--- src/rtl/a51_decryption.sv ---
// A5/1 stream decryptor: loads a 64-bit session key serially, optionally warms up,
// then XORs each accepted ciphertext byte with eight keystream bits (bit 0 first).
module a51_decryption #(
    parameter int WARMUP_CYCLES = 0
) (
    input  logic       clk,
    input  logic       rst_n,
    input  logic       key_start,
    input  logic       hkey,
    input  logic       hkey_valid,
    input  logic [7:0] inbyte,
    input  logic       in_valid,
    output logic       in_ready,
    output logic [7:0] outbyte,
    output logic       out_valid,
    input  logic       out_ready,
    output logic       key,
    output logic       keyed
);

    typedef enum logic [2:0] {
        S_IDLE,
        S_LOAD,
        S_WARM,
        S_WAIT,
        S_DEC,
        S_OUT
    } state_t;

    // Member order makes the packed struct line up with the key: bits [18:0] are R1,
    // [40:19] are R2 and [63:41] are R3, so a key bit index addresses the struct directly.
    typedef struct packed {
        logic [22:0] r3;
        logic [21:0] r2;
        logic [18:0] r1;
    } lfsr_t;

    localparam logic [9:0] WARM_LAST = 10'((WARMUP_CYCLES > 0) ? (WARMUP_CYCLES - 1) : 0);

    function automatic lfsr_t lfsr_step(input lfsr_t s);
        lfsr_t n;
        logic  maj;
        n   = s;
        maj = (s.r1[8] & s.r2[10]) | (s.r1[8] & s.r3[10]) | (s.r2[10] & s.r3[10]);
        if (s.r1[8] == maj)
            n.r1 = {s.r1[17:0], s.r1[13] ^ s.r1[16] ^ s.r1[17] ^ s.r1[18]};
        if (s.r2[10] == maj)
            n.r2 = {s.r2[20:0], s.r2[20] ^ s.r2[21]};
        if (s.r3[10] == maj)
            n.r3 = {s.r3[21:0], s.r3[7] ^ s.r3[20] ^ s.r3[21] ^ s.r3[22]};
        return n;
    endfunction

    state_t     state;
    lfsr_t      lfsr;
    lfsr_t      lfsr_next;
    logic       ks_next;
    logic [5:0] load_cnt;
    logic [9:0] warm_cnt;
    logic [2:0] bit_cnt;
    logic [7:0] cipher;
    logic [7:0] plain;

    // The keystream bit is taken from the register contents after the step.
    assign lfsr_next = lfsr_step(lfsr);
    assign ks_next   = lfsr_next.r1[18] ^ lfsr_next.r2[21] ^ lfsr_next.r3[22];

    // NOTE: every register here is state, so all assignments are non-blocking;
    // reads within the block therefore see the values from before this edge.
    always_ff @(posedge clk or negedge rst_n) begin
        if (!rst_n) begin
            state     <= S_IDLE;
            lfsr      <= '0;
            load_cnt  <= '0;
            warm_cnt  <= '0;
            bit_cnt   <= '0;
            cipher    <= '0;
            plain     <= '0;
            in_ready  <= 1'b0;
            out_valid <= 1'b0;
            outbyte   <= '0;
            key       <= 1'b0;
            keyed     <= 1'b0;
        end else if (key_start) begin
            // A new key overrides everything, including a handshake on this edge.
            state     <= S_LOAD;
            lfsr      <= '0;
            load_cnt  <= '0;
            warm_cnt  <= '0;
            bit_cnt   <= '0;
            in_ready  <= 1'b0;
            out_valid <= 1'b0;
            key       <= 1'b0;
            keyed     <= 1'b0;
        end else begin
            case (state)
                S_IDLE: begin
                    state <= S_IDLE;
                end

                S_LOAD: begin
                    if (hkey_valid) begin
                        lfsr[load_cnt] <= hkey;
                        load_cnt       <= load_cnt + 6'd1;
                        if (load_cnt == 6'd63) begin
                            if (WARMUP_CYCLES > 0) begin
                                state <= S_WARM;
                            end else begin
                                state    <= S_WAIT;
                                in_ready <= 1'b1;
                                keyed    <= 1'b1;
                            end
                        end
                    end
                end

                S_WARM: begin
                    lfsr <= lfsr_next;
                    key  <= ks_next;
                    if (warm_cnt == WARM_LAST) begin
                        state    <= S_WAIT;
                        in_ready <= 1'b1;
                        keyed    <= 1'b1;
                    end else begin
                        warm_cnt <= warm_cnt + 10'd1;
                    end
                end

                S_WAIT: begin
                    if (in_valid) begin
                        cipher   <= inbyte;
                        bit_cnt  <= '0;
                        in_ready <= 1'b0;
                        state    <= S_DEC;
                    end
                end

                S_DEC: begin
                    // Ciphertext shifts out LSB first; plaintext shifts in from the top
                    // so bit i lands at position i after eight steps.
                    lfsr    <= lfsr_next;
                    key     <= ks_next;
                    cipher  <= {1'b0, cipher[7:1]};
                    plain   <= {cipher[0] ^ ks_next, plain[7:1]};
                    bit_cnt <= bit_cnt + 3'd1;
                    if (bit_cnt == 3'd7) begin
                        outbyte   <= {cipher[0] ^ ks_next, plain[7:1]};
                        out_valid <= 1'b1;
                        state     <= S_OUT;
                    end
                end

                S_OUT: begin
                    if (out_ready) begin
                        out_valid <= 1'b0;
                        in_ready  <= 1'b1;
                        state     <= S_WAIT;
                    end
                end

                default: begin
                    state     <= S_IDLE;
                    in_ready  <= 1'b0;
                    out_valid <= 1'b0;
                    keyed     <= 1'b0;
                end
            endcase
        end
    end

endmodule
--- config.mk ---
export PLATFORM = sky130hd
export DESIGN_NAME = a51_decryption
export DESIGN_NICKNAME = d
export VERILOG_FILES = /design/src/rtl/a51_decryption.sv
export SDC_FILE = /design/constraint.sdc
export NUM_CORES = 1
export LEC_CHECK = 0
export ABC_AREA = 1
export CAP_MARGIN = 20
export CORE_MARGIN = 3
export CORE_UTILIZATION = 50
export CTS_BUF_LIST = sky130_fd_sc_hd__clkbuf_16
export DETAILED_ROUTE_END_ITERATION = 7
export HOLD_SLACK_MARGIN = 0.12
export PLACE_DENSITY = 0.69
export SLEW_MARGIN = 20
export SYNTH_ARGS = -nofsm -noshare
export SYNTH_HDL_FRONTEND = slang
export SYNTH_SLANG_ARGS = --single-unit
--- constraint.sdc ---
create_clock -name clk -period 2.35 [get_ports clk]
set_input_delay 0.47 -clock clk [delete_from_list [all_inputs] [get_ports clk]]
set_output_delay 0.47 -clock clk [all_outputs]
set_load 0.02 [all_outputs]
==> flow_metrics.env <==
export IMPL_die_area_um2=15400
export IMPL_synth_area_um2=6970
export IMPL_skew_ns=0.00747
export IMPL_ios=27
export IMPL_cts_made_buffers=17
export IMPL_timing_hold_ws_ns=0.471
export IMPL_total_power_uw=8790
export IMPL_synth_seq_cells=113
export IMPL_final_util=0.604
export IMPL_grt_max_degree=43
export IMPL_antenna_found_initial=0
export IMPL_synth_net_count=1032
export IMPL_hpwl_um=11900
export IMPL_grt_usage=0.246
export IMPL_wl_per_cell_um=14.3
export IMPL_clk_pin_slew_worst_paths_ns=0.06
export IMPL_fp_row_count=42
export IMPL_stdcell_area_um2=8120
export IMPL_worst_slew_pin_transition_ns=0.612
export IMPL_antenna_cells=0
export IMPL_slew_viol_final=0
export IMPL_cp_arrival_ns=2.43
export IMPL_period_minus_slack_ns=2.12
export IMPL_synth_area_leaders="dfrtp_1 (41%), nand2_1 (23%), nand3_1 (7.4%)"
export IMPL_syn2layout_area_growth_pct=16.5
export IMPL_avgSynthCellArea_um2=6.92
export IMPL_reg2reg_depth=11
export IMPL_rsz0062_at_grt="no"
export IMPL_critical_path_top_delay_family="adder cells"
export IMPL_crit_cells=11
export IMPL_placedInstanceArea_um2=7530
export IMPL_finalSetupViolCount=0
export IMPL_peakVddDrop_uv=705
export IMPL_r2r_start="lfsr[29]"
export IMPL_first_global_vias=6160
export IMPL_synth_largest_area_cell="dfrtp_1"
export IMPL_vias=6702
export IMPL_ff_latch_area_um2=2830
export IMPL_multi_input_area_um2=3590
export IMPL_grt_ovfl_total=0
export IMPL_critPathBufInv=2
export IMPL_h_tree_depth=4
export IMPL_place_congestion=0.871
export IMPL_leakagePower_uw=0.00434
export IMPL_cp_cell_sequence="maj3_2, ha_1, nand2_1, o21ai_0, buf_4, inv_1, nand3_1, nand3_1, nand2_1, nand2_1, nand2_1"
export IMPL_r2r_slack_ns=0.23
export IMPL_yosysWarnings=0
export IMPL_viasPerCell=5.44
export IMPL_drt_antenna_violating_nets=0
export IMPL_worst_ep_required_time_ns=2.66
export IMPL_critPathCaptureType="flop"
export IMPL_worstSetupPathType="flop to flop"
export IMPL_io_buffers=26
export IMPL_cts_root_buf="clkbuf_16"
export IMPL_worstSetupEndpoint="outbyte[7]"
export IMPL_clockBufferDepth=2
export IMPL_fin_nets=1066
export IMPL_r2r_end="outbyte[7]"
export IMPL_n_fill_cell=1303
export IMPL_drv_cap=0
export IMPL_drtPass1Iterations=5
export IMPL_drc_errors=0
export IMPL_yosysTopAreaCellShare=0.405
export IMPL_final_cell_mix="nand2_1 (432), dfrtp_1 (113), nand3_1 (103)"
export IMPL_cp_slowest_cell="dfrtp_1"
export IMPL_layout_commonest_cell="nand2_1"
export IMPL_clock_sinks=113
export IMPL_cts_tree="done"
export IMPL_drive_gt1_frac=0.0891
export IMPL_synthCells=1008
export IMPL_synth_seq_area_share=0.405
export IMPL_status="complete, no violations"
export IMPL_critPathLaunchType="flop"
export IMPL_fin_tns_setup_ns=0
export IMPL_fmaxAchievable_mhz=473
export IMPL_drtIter0Drc=506
export IMPL_hold_viol=0
export IMPL_powerDensity_nw_per_um2=1080
export IMPL_grt_pass1_wl_um=29900
export IMPL_post_cts_buffers=0
export IMPL_fin_crit_sh=0.901
export IMPL_relSlewSlack=0.591
export IMPL_die_h_um=124
export IMPL_coreArea_um2=13500
export IMPL_hold_path_class="flop to flop"
export IMPL_startpoint="lfsr[29]"
export IMPL_synth_cell_types=35
export IMPL_die_w_um=124
export IMPL_cpMostUsedCell="nand2_1"
export IMPL_worstPathMaxFanout=5
export IMPL_routed_wl_um=17600
export IMPL_clk_latency_ns=0.43
export IMPL_critPathMaxStageDelay_ns=0.43
export IMPL_initial_utilization=0.518
registers in the layout (all words and copies together), names as in the netlist:
name and flops:
keyed 1, state 3, key 1, lfsr 64, plain 7, cipher 8, load_cnt 6, outbyte 8
bit_cnt 3, out_valid 1, warm_cnt 10, in_ready 1
worst min-delay path by stage:
stage	endpoint	startpoint	cells after the start
after detailed placement	lfsr[2]	lfsr[2]	2
final	lfsr[25]	lfsr[25]	2
after floorplan	bit_cnt[0]	rst_n	0
after CTS	lfsr[2]	lfsr[2]	2
after global routing	lfsr[36]	lfsr[36]	2
after global placement	lfsr[26]	lfsr[26]	2
kinds of logic after synthesis:
family                     Yosys count  synth area share
adders and majority gates           10            0.0176
AOI/OAI and AO/OA                   82            0.0648
buffers and inverters              126            0.0802
xor gates and xnor gates            12            0.0151
and+or+nand+nor                    665             0.417
DFF                                113             0.405
where the power goes:
group          switching (uW)  leakage, uW  total, uW  internal, uW
sequential                409      0.00151       2950          2540
clock                     998     0.000266       2560          1560
combinational            2170      0.00256       3270          1110
what timing repair did:
item | 4_1_cts | 5_1_grt
hold buffers | 1 | 0
gates resized for setup | 0 | 1
setup endpoints to repair | 0 | 2
endpoints found under the hold margin | 31 | 0
worst min-delay path: cells and delay by family (launching register included):
kind	cells	cell delay, ns
AND/OR/NAND/NOR	2	0.10
flip-flops	1	0.34
Yosys cell counts (all sizes together):
master  instances
a21oi           3
a22o            2
a22oi           1
buf            26
clkbuf         24
clkinv          1
dfrtp         113
ha              9
inv            75
maj3            1
nand2         441
nand3         104
nand4          64
nor2           45
nor3            9
nor3b           1
nor4            1
o211ai          7
o21ai          62
o21bai          1
o22ai           6
xnor2           5
xor2            7
per-layer routing:
layer / track usage / vias up / wire, um
met1: 0.345 / 3149 / 8420
li1: - / 3361 / -
met3: 0.0468 / 26 / 874
met5: 0 / - / 0
met4: 0.0910 / 0 / 325
met2: 0.381 / 166 / 7980
stage by stage:
step	cells	worst slack (ns)
after detailed placement	1198	0.157
final	1231	0.234
after global placement	1198	0.180
after CTS	1231	0.150
after global routing	1231	0.0993
after floorplan	1008	0.424
cell type report:
class / count / area share
repair buffers: 65 / 0.0758
multi-input cells: 769 / 0.442
flip-flops and latches: 113 / 0.348
inverters: 76 / 0.0351
clock inverters: 15 / 0.0199
clock buffers: 17 / 0.0524
well taps: 176 / 0.0271
(Power assumes the default switching activity.)
